$ cat src/rtl/univ_reg_pkg.sv
// Shared types and constants for the universal register.
package univ_reg_pkg;

    // Operation select, used only while en is high.
    typedef enum logic [2:0] {
        MODE_HOLD = 3'b000,
        MODE_SHL  = 3'b001,
        MODE_SHR  = 3'b010,
        MODE_ROL  = 3'b011,
        MODE_UP   = 3'b100,
        MODE_DOWN = 3'b101,
        MODE_JK   = 3'b110,
        MODE_CPL  = 3'b111
    } mode_t;

    // Per-bit JK input pair, written as {j, k}.
    localparam logic [1:0] JK_HOLD   = 2'b00;
    localparam logic [1:0] JK_RESET  = 2'b01;
    localparam logic [1:0] JK_SET    = 2'b10;
    localparam logic [1:0] JK_TOGGLE = 2'b11;

    // Next value of a single JK flip-flop.
    function automatic logic jk_bit(input logic q, input logic j, input logic k);
        logic r;
        case ({j, k})
            JK_SET:    r = 1'b1;
            JK_RESET:  r = 1'b0;
            JK_TOGGLE: r = ~q;
            default:   r = q;
        endcase
        return r;
    endfunction

endpackage

$ cat src/rtl/univ_reg_jk_next.sv
// Combinational next-value for the register's JK mode, one cell per bit.
module jk_next
    import univ_reg_pkg::*;
#(
    parameter int WIDTH = 8
) (
    input  logic [WIDTH-1:0] q,
    input  logic [WIDTH-1:0] j,
    input  logic [WIDTH-1:0] k,
    output logic [WIDTH-1:0] q_next
);

    for (genvar gi = 0; gi < WIDTH; gi++) begin : g_bit
        assign q_next[gi] = jk_bit(q[gi], j[gi], k[gi]);
    end

endmodule

$ cat src/rtl/univ_reg.sv
// Universal register: clear/set/load, shifts, rotate, modulo counter,
// complement and bitwise JK operation.
module univ_reg
    import univ_reg_pkg::*;
#(
    parameter int               WIDTH   = 8,
    parameter logic [WIDTH-1:0] RST_VAL = '0,
    parameter logic [WIDTH-1:0] MAX_VAL = {WIDTH{1'b1}}
) (
    input  logic             clk,
    input  logic             clr,
    input  logic             st,
    input  logic             ld,
    input  logic             en,
    input  logic [2:0]       mode,
    input  logic [WIDTH-1:0] d,
    input  logic [WIDTH-1:0] j,
    input  logic [WIDTH-1:0] k,
    input  logic             sin,
    output logic [WIDTH-1:0] q,
    output logic [WIDTH-1:0] q_bar,
    output logic             sout,
    output logic             tc
);

    logic [WIDTH-1:0] q_q, q_d;
    logic             sout_q, sout_d;
    logic             tc_q, tc_d;
    logic [WIDTH-1:0] jk_val;

    jk_next #(.WIDTH(WIDTH)) u_jk_next (
        .q      (q_q),
        .j      (j),
        .k      (k),
        .q_next (jk_val)
    );

    // Next state: clr > st > ld > enabled mode > hold. tc defaults low so
    // it can only pulse for the single cycle after a counter wrap.
    always_comb begin
        q_d    = q_q;
        sout_d = sout_q;
        tc_d   = 1'b0;
        if (st) begin
            q_d    = '1;
            sout_d = 1'b0;
        end else if (ld) begin
            q_d    = d;
            sout_d = 1'b0;
        end else if (en) begin
            case (mode_t'(mode))
                MODE_HOLD: q_d = q_q;
                MODE_SHL: begin
                    q_d    = {q_q[WIDTH-2:0], sin};
                    sout_d = q_q[WIDTH-1];
                end
                MODE_SHR: begin
                    q_d    = {sin, q_q[WIDTH-1:1]};
                    sout_d = q_q[0];
                end
                MODE_ROL: begin
                    q_d    = {q_q[WIDTH-2:0], q_q[WIDTH-1]};
                    sout_d = q_q[WIDTH-1];
                end
                MODE_UP: begin
                    // Values above MAX_VAL (from ld/st) also wrap to zero.
                    if (q_q >= MAX_VAL) begin
                        q_d  = '0;
                        tc_d = 1'b1;
                    end else begin
                        q_d = q_q + WIDTH'(1);
                    end
                end
                MODE_DOWN: begin
                    if (q_q == '0) begin
                        q_d  = MAX_VAL;
                        tc_d = 1'b1;
                    end else begin
                        q_d = q_q - WIDTH'(1);
                    end
                end
                MODE_JK:  q_d = jk_val;
                MODE_CPL: q_d = ~q_q;
                default:  q_d = q_q;
            endcase
        end
    end

    // State register with synchronous clear.
    always_ff @(posedge clk) begin
        if (clr) begin
            q_q    <= RST_VAL;
            sout_q <= 1'b0;
            tc_q   <= 1'b0;
        end else begin
            q_q    <= q_d;
            sout_q <= sout_d;
            tc_q   <= tc_d;
        end
    end

    assign q     = q_q;
    assign q_bar = ~q_q;
    assign sout  = sout_q;
    assign tc    = tc_q;

endmodule
$ cat config.mk
export PLATFORM = sky130hd
export DESIGN_NAME = univ_reg
export DESIGN_NICKNAME = d
export VERILOG_FILES = /design/src/rtl/univ_reg_pkg.sv /design/src/rtl/univ_reg_jk_next.sv /design/src/rtl/univ_reg.sv
export SDC_FILE = /design/constraint.sdc
export NUM_CORES = 1
export LEC_CHECK = 0
export CAP_MARGIN = 20
export CORE_MARGIN = 2
export CORE_UTILIZATION = 49
export CTS_CLUSTER_DIAMETER = 80
export DETAILED_ROUTE_END_ITERATION = 10
export GPL_TIMING_DRIVEN = 0
export PLACE_DENSITY = 0.87
export SLEW_MARGIN = 20
export SYNTH_ARGS = -nofsm -noshare
export SYNTH_HDL_FRONTEND = slang
export SYNTH_HIERARCHICAL = 1
export SYNTH_SLANG_ARGS = --single-unit
$ cat constraint.sdc
create_clock -name clk -period 4.9 [get_ports clk]
set_input_delay 0.49 -clock clk [delete_from_list [all_inputs] [get_ports clk]]
set_output_delay 0.49 -clock clk [all_outputs]
set_load 0.01 [all_outputs]
## Word level (Yosys, flattened, before mapping)

Index checks and enable logic that the tools add are counted.

| storage, ports and cells | value |
|---|---|
| flip-flop bits (word level) | 10 |
| output and inout bits | 18 |

| cells by class | value |
|---|---|
| $add $sub $neg | 2 |
| order comparisons | 1 |
| equal/unequal tests | 40 |
| mux-type cells | 18 |
| bitwise logic cells | 10 |
| reductions and logical operators | 16 |

Operators by type and width:

| kind | number |
|---|---|
| $pmux 8 s7 | 1 |
| $ne 6x3->1 const B | 8 |
| $mux 8 | 5 |
| $eq 2x2->1 const B | 16 |
| $pmux 1 s3 | 8 |
| $reduce_and 3->1 | 8 |
| $eq 2x1->1 const B | 8 |
| $eq 3x3->1 const B | 4 |
| $not 1->1 | 9 |
| $add 8x1->8 const B | 1 |
| $ge 8x8->1 const B | 1 |
| $logic_not 8->1 | 1 |
| $not 8->8 | 1 |
| $sub 8x1->8 const B | 1 |
| $eq 3x2->1 const B | 2 |
| $pmux 1 s2 | 2 |
| $reduce_or 4->1 | 1 |
| $eq 3x1->1 const B | 1 |
| $logic_not 3->1 | 1 |
| $ne 3x3->1 const B | 1 |
| $reduce_bool 3->1 | 1 |
| $reduce_or 3->1 | 1 |
| $mux 1 | 2 |
| $reduce_and 2->1 | 1 |
| 2 further kinds | 2 |

## Logic depth before layout (Yosys ltp)

Gate-level depths: netlist (run 1).

| depth | value |
|---|---|
| word-level depth | 6 |
| mapped depth | 7 |
| gate-level depth less buffers | 7 |

## By module

The synthesis (run 1) kept the hierarchy.

By module, submodules not included:

| module | times used | cells each | area an instance (um^2) | sequential area each (um^2) |
|---|---|---|---|---|
| univ_reg | 1 | 178 | 1286.2 | 200.2 |
| jk_next | 1 | 16 | 110.1 | 0.0 |

## Least setup slack after synthesis (run 1)

No wires, ideal clock.

| path | value |
|---|---|
| kind | reg-to-reg |
| start | register q_q[0] (netlist: q[0]) |
| end | register q_q[1] (netlist: q[1]) |
| library setup time | 88 ps |
| data arrival time | 1835 ps |
| data required time | 4812 ps |
| path slack | 2977 ps |
| cell stages (with the launch flop) | 7 |
| period minus slack after synthesis | 1923 ps |
| path through | dfxtp_1 -> inv_1 -> ha_1 -> xnor2_1 -> mux2_2 -> a211o_1 -> a311oi_2 |

| between the ends | value |
|---|---|
| cells in the longest elaborated chain, start to end | 6 |
| elaborated cells on any way between the ends | 10 |
| those cells by class | add/sub (2); order compare (1); mux (6); reduce/logical (1) |

Ends and longest elaborated chain:

| element | line | text |
|---|---|---|
| start: declaration | univ_reg.sv:26 | `logic [WIDTH-1:0] q_q, q_d;` |
| start signal: assignment | univ_reg.sv:96 | `q_q <= q_d;` |
| $sub 8x1->8, or another cell as far along | univ_reg.sv:79 | `q_d = q_q - WIDTH'(1);` |
| $mux 8 (on tied branches) | univ_reg.sv:75, univ_reg.sv:67 |  |
| $pmux 8 s7 (*) | univ_reg.sv:51 | `case (mode_t'(mode))` |
| $mux 8 (*) | univ_reg.sv:50 | `end else if (en) begin` |
| $mux 8 (*) | univ_reg.sv:47 | `end else if (ld) begin` |
| $mux 8 (*) | univ_reg.sv:44 | `if (st) begin` |

Mark *: on every way between the ends. The rest lies on a longest branch, timed or not. The select of a mux whose other input is x is not followed.
A chain may end at the register's enable or synchronous reset.

## Worst setup path in the final report (run 1)

| path | value |
|---|---|
| start | register q_q[7] (netlist: q[7]) |
| end | output port q_bar[7] |

| between the ends | value |
|---|---|
| cells in the longest elaborated chain, start to end | 1 |

Ends and longest elaborated chain:

| element | line | text |
|---|---|---|
| $not 8->8 | univ_reg.sv:103 | `assign q_bar = ~q_q;` |
| end: declaration | univ_reg.sv:21 | `output logic [WIDTH-1:0] q_bar,` |

No other way between the ends.

==> out/metrics.yaml, run 1 <==
max-slew-margin-rel_pct: 58.7
p_leak_nw: 0.784
p_seq_share_pct: 28.7
port_buffers: 48
busiest_layer: "met2"
synthArstFlopShare_pct: 0
placeableCoreArea_sq_mm: 0.00273
r2r_slack_ns: 2.88
p_sw_w: 0.000136
critPathRequiredTime_ns: 4.41
hpwlAfterDp_um: 3310
fmax_ghz: 0.460
switching_share_pct: 39.2
die_area_sq_mm: 0.00329
clkPwrFrac_pct: 19.0
synth_top_cells_by_count: "nor2_1, inv_1, mux2i_1"
grt-ovfl-total: 0
worstRegToRegCells: 6
criticalPathCategory: "flop to output port"
synthDistinctLibCells: 52
peakVddDrop_v: 0.000153
die_y_um: 57.4
dr.pass1.iters: 4
rows: 19
use_met1_pct: 41.1
yosysTopAreaCellShare_pct: 14.3
area_growth_pct: 38.8
fin_nets: 283
cts.htree.levels: 1
multi_input_area_sq_mm: 0.00104
grt_pass1_wl_um: 7580
startpoint_type: "flop"
max_cap_violations: 0
worstPathCellList: "clkbuf_1 > inv_1 > clkdlybuf4s50_1"
rsz0062_at_grt: "no"
setup_violations: 0
comb_power_share_pct: 52.3
hold_end: "sout$_SDFFE_PP0P_"
synth_seq_area_share_pct: 14.3
reg2reg_from: "q[0]$_SDFFE_PP0P_"
drt_iter0_drc: 109
routed_wl_um: 4460
whs_path_depth: 2
yosysTopAreaCell: "dfxtp_1"
slowest_delay_ns: 0.52
skew_ns: 0.00814
insertion_delay_ns: 0.29
root_buffer: "clkbuf_4"
grt_pass1_vias: 1547
clock_sinks: 10
ctsResizeCount: 0
hp-start: "sout$_SDFFE_PP0P_"
die_x_um: 57.4
post_drt_wl_per_cell_um: 16.2
hp-class: "flop to flop"
antenna_found_initial: 0
tightest_slew_ns: 0.619
fill_cells: 247
grt_max_degree: 11
status: "finished, final reports clean"
path_clk_slew_ns: 0.08
start_util_pct: 51.1
drc: 0
grt_usage_pct: 29.3
gp_congestion: 0.974
vias: 1662
drive_gt1_share_pct: 11.4
worstPathArrival_ns: 1.68
yosys_warnings: 6
endpoint_kind: "output port"
holdBufCountCts: 0
vias_per_cell: 6.02
synthTopCellsByArea: "dfxtp_1, mux2i_1, xnor2_1, nor2_1, o21ai_0"
met2_usage_pct: 44.3
path_max_fanout: 9
ios: 51
syn_area_sq_mm: 0.00140
cts_buffers: 3
synth_area_per_cell_sq_um: 7.20
post-cts-setup-buffer-count: 0
hold_viol_final: 0
use_met3_pct: 5.44
synth_edf_count: 0
maxSlewViolCount: 0
intPower_w: 0.000210
fin_crit_sh_pct: 44.3
period_needed_ns: 2.17
antenna_cells: 0
drtAntennaViolNets: 0
timing.rr.end: "q[1]$_SDFFE_PP0P_"
regArea_sq_um: 200
powerDensity_mw_per_mm2: 178
postSynthCellCount: 194
syn_nets: 230
synth_most_common_cell: "nor2_1"
cts_max_path_buffers: 2
ys_ff_latch: 10
ys.flop_type: "dfxtp_1"
tns_ns: 0
tritoncts: "done"
worst_path_max_delay_cell: "clkdlybuf4s50_1"
p_total_w: 0.000346
## registers in the layout, summed over array words and instances, names as in the netlist
name and flops:
q 8, sout 1, tc 1
## worst max-delay path: cells and delay by family (launching register included)
kind / cells / cell delay [ns]
buffers and inverters: 3 / 1.04
flip-flops: 1 / 0.36
## area by class of cell
cell class                 count  share of cell area (%)
multi-input combinational    150                    53.7
timing repair buffer          48                    24.8
sequential                    10                    10.3
buffer                        15                    4.26
inverter                      19                    3.74
tap                           31                    2.00
clock buffer                   3                    1.16
## power by group through the flow
stage,combinational (W),sequential [W],clock [W]
6_report,0.000181,0.0000991,0.0000657
5_1_grt,0.000196,0.000100,0.0000683
4_1_cts,0.000179,0.0000992,0.0000651
3_5_place_dp,0.000178,0.000101,0
3_3_place_gp,0.000177,0.000101,0
2_1_floorplan,0.000103,0.000102,0
## worst max path at each step
| stage | start | to | slack (ns) | cells after the start |
|---|---|---|---|---|
| 2_1_floorplan | q[0]$_SDFFE_PP0P_ | q[1]$_SDFFE_PP0P_ | 2.98 | 6 |
| 3_5_place_dp | mode[0] | q[1]$_SDFFE_PP0P_ | 2.55 | 7 |
| 4_1_cts | q[7]$_SDFFE_PP0P_ | q_bar[7] | 2.73 | 3 |
| 3_3_place_gp | mode[0] | q[1]$_SDFFE_PP0P_ | 2.56 | 7 |
| 6_report | q[7]$_SDFFE_PP0P_ | q_bar[7] | 2.73 | 3 |
| 5_1_grt | q[7]$_SDFFE_PP0P_ | q_bar[7] | 2.66 | 3 |
## logic make-up (layout without fill, tap and decap cells)
logic type	after synthesis	count (layout)	synth area share (%)
XOR/XNOR	12	12	7.53
multiplexers	16	16	12.5
AO/OA/AOI/OAI	46	46	23.3
adder cells (fa/ha/maj)	3	3	2.69
flip-flops	10	10	14.3
AND/OR/NAND/NOR	73	73	28.6
buffers and inverters	34	85	11.1
## through the flow
stage          setup WS [ns]  utilization [%]  hold WS, ns  instances  instance area [sq um]
2_1_floorplan           2.98                -        0.535        194                   1400
3_3_place_gp            2.56             70.1        0.509        273                   1920
3_5_place_dp            2.55             70.1        0.517        273                   1920
4_1_cts                 2.73             70.9        0.530        276                   1940
5_1_grt                 2.66             70.9        0.637        276                   1940
6_report                2.73             70.9        0.532        276                   1940
## placed cells by master, fill, tap and decap left out, types with 5 or more instances in the layout
cell type and instances:
o21ai_0 12, xnor2_1 12, nand2_1 13, inv_1 16, nand3_1 8, nor2_1 21, a21oi_1 8, mux2i_1 14
nor3_1 5, dfxtp_1 10, clkdlybuf4s50_1 48, buf_2 9
## per-layer routing
metal / part of all wire (%) / up-vias
met5: 0 / -
met1: 43 / 733
met4: 2.2 / 0
met2: 45 / 112
li1: - / 802
met3: 10 / 15
No activity file was read; power rests on OpenSTA's default activity.
==> run 2, diff against run 1 <==
Settings changed: CORE_UTILIZATION 49 to 45, PLACE_DENSITY 0.87 to 0.81.
Clock period 4.9 ns to 2 ns, I/O delays scaled along.
==> run 2 against run 1 <==
Setup slack lost 2.6 ns. Clock-buffer cell count is 1 higher. Core utilization fell by 5.7 points. Critical endpoint unchanged. Register-to-register slack got worse by 2.8 ns. Total power grew to 2.6 times the previous value. Global-route usage down 3.0 points. Sequential share of layout area about the same. Worst hold slack worse by 0.098 ns. Critical path depth is the same. Combinational power increased by 140%. Design area grew 0.97%. Non-clock buffer count unchanged. Highest routed layer unchanged.
==> out/metrics.yaml, run 2 (same netlist as run 1, synthesis figures left out) <==
clkPwrFrac_pct: 23.4  # +4.4 points
endpoint_kind: "output port"
final_common_cell: "clkdlybuf4s50_1"
whs_path_depth: 4  # +2
cts.htree.levels: 1  # unchanged
intPower_w: 0.000556  # +160%
die_area_sq_mm: 0.00356  # +8.3%
multi_input_area_sq_mm: 0.00104  # unchanged
max_cap_violations: 0  # unchanged
ios: 51  # unchanged
p_sw_w: 0.000336  # +150%
status: "finished, final reports clean"
reg2reg_from: "q[0]$_SDFFE_PP0P_"
hold_viol_final: 0  # unchanged
fmax_ghz: 0.526
drtAntennaViolNets: 0  # unchanged
dp_slack_ns: -0.0912  # -2.64 ns
peakVddDrop_v: 0.000297  # +94%
cts_buffers: 3  # unchanged
regArea_sq_um: 203  # +1.2%
root_buffer: "clkbuf_4"
hp-start: "mode[2]"
largest_reg_flops: 8  # unchanged
powerDensity_mw_per_mm2: 456  # +160%
cts_max_path_buffers: 2  # unchanged
skew_ns: 0.00426  # -0.00388 ns
antenna_cells: 0  # unchanged
final_util_pct: 65.2  # -5.7 points
max-slew-margin-rel_pct: 58.1  # -0.63 points
hpwlAfterDp_um: 3300  # -0.39%
rows: 20  # +1
grt_usage_pct: 26.3  # -3.0 points
die_y_um: 59.7  # +4.1%
period_needed_ns: 1.90
tightest_slew_ns: 0.629  # +0.00947 ns
grt_pass1_vias: 1477  # -4.5%
setup_violations: 0  # unchanged
fill_cells: 280  # +13%
timing.rr.end: "q[1]$_SDFFE_PP0P_"
setup_ws_ns: 0.0989  # -2.63 ns
fin_nets: 283  # unchanged
switching_share_pct: 37.7  # -1.6 points
post_drt_wl_per_cell_um: 15.8  # -2.4%
drt_iter0_drc: 83  # -24%
insertion_delay_ns: 0.29  # about the same
hp-class: "input pin to flop"
gp_congestion: 0.966  # -0.80%
criticalPathCategory: "flop to output port"
vias: 1643  # -1.1%
comb_power_share_pct: 49.3  # -3.0 points
routed_wl_um: 4400  # -1.3%
p_leak_nw: 0.791  # +0.96%
clock_sinks: 10  # unchanged
final_cell_mix: "clkdlybuf4s50_1, nor2_1, inv_1"
drc: 0  # unchanged
p_total_w: 0.000892  # +160%
tritoncts: "done"
port_buffers: 48  # unchanged
path_max_fanout: 9  # unchanged
hold_end: "tc$_SDFF_PP0_"
startpoint_type: "flop"
drive_gt1_share_pct: 12.6  # +1.2 points
grt-ovfl-total: 0  # unchanged
area_growth_pct: 40.1
dpl-instance-area_sq_mm: 0.00192  # +0.13%
holdBufCountCts: 0  # unchanged
die_x_um: 59.7  # +4.1%
critPathRequiredTime_ns: 1.80  # -2.61 ns
grt_max_degree: 11  # unchanged
dr.pass1.iters: 5  # +1
fin_crit_sh_pct: 95.1
p_seq_share_pct: 27.2  # -1.5 points
worstRegToRegCells: 6  # unchanged
rsz0062_at_grt: "no"
grt_pass1_wl_um: 7150  # -5.6%
start_util_pct: 46.5  # -4.6 points
antenna_found_initial: 0  # unchanged
vias_per_cell: 5.89  # -2.2%
worstPathArrival_ns: 1.70  # +0.02 ns
fin_area_sq_mm: 0.00196  # +0.97%
r2r_slack_ns: 0.12  # -2.76 ns
placeableCoreArea_sq_mm: 0.00300  # +9.8%
path_clk_slew_ns: 0.09  # about the same
maxSlewViolCount: 0  # unchanged
-- run 2: cell count changes in the layout (fill, tap and decap cells not counted) --
cell      previous run  this run
clkbuf_8             0         1
dfxtp_1             10         8
dfxtp_2              0         2
-- run 2: layer usage --
metal | up-vias | GRT usage [%] | routed length [um]
li1 | 803 | - | -
met1 | 752 | 38.2 | 1960
met2 | 82 | 41.1 | 2070
met3 | 6 | 4.76 | 330
met4 | 0 | 4.13 | 38
met5 | - | 0 | 0
-- run 2: metrics by stage --
| stage | hold WS [ns] | setup TNS [ns] | std cells |
|---|---|---|---|
| 2_1_floorplan | 0.279 | 0 | 194 |
| 3_3_place_gp | 0.511 | -0.0806 | 275 |
| 3_5_place_dp | 0.509 | -0.0912 | 275 |
| 4_1_cts | 0.418 | 0 | 279 |
| 5_1_grt | 0.453 | 0 | 279 |
| 6_report | 0.434 | 0 | 279 |
-- run 2: how the worst max path moves through the flow --
stage / from / endpoint / slack (ns)
2_1_floorplan: q[0]$_SDFFE_PP0P_ / q[1]$_SDFFE_PP0P_ / 0.08
3_3_place_gp: mode[0] / q[1]$_SDFFE_PP0P_ / -0.08
3_5_place_dp: mode[0] / q[1]$_SDFFE_PP0P_ / -0.09
4_1_cts: q[1]$_SDFFE_PP0P_ / q[1]$_SDFFE_PP0P_ / 0.04
5_1_grt: q[0]$_SDFFE_PP0P_ / q[1]$_SDFFE_PP0P_ / 0.03
6_report: q[7]$_SDFFE_PP0P_ / q_bar[7] / 0.1
-- run 2: final cells by class --
| type | instances | area share (%) |
|---|---|---|
| Timing Repair Buffer | 48 | 24.6 |
| Tap cell | 33 | 2.11 |
| Buffer | 15 | 4.22 |
| Inverter | 19 | 3.71 |
| Sequential cell | 10 | 10.4 |
| Multi-Input combinational cell | 150 | 53.2 |
| Clock buffer | 4 | 1.85 |
-- run 2: power groups by stage --
stage               combinational (W)  clock [W]  sequential (W)
floorplan                    0.000252          0        0.000249
global placement             0.000433          0        0.000246
detailed placement           0.000436          0        0.000247
CTS                          0.000438   0.000209        0.000242
global route                 0.000478   0.000217        0.000247
finish                       0.000440   0.000209        0.000243
-- run 2: what timing repair did --
action                                  CTS  global route
setup buffers                             0             0
endpoints found under the setup margin    1             1
gates resized for setup                   1             1
-- run 2: critical path, cell delays in order (launching register included) --
cell and delay, ns:
dfxtp_1 0.37, clkbuf_1 0.35, inv_1 0.18, clkdlybuf4s50_1 0.51
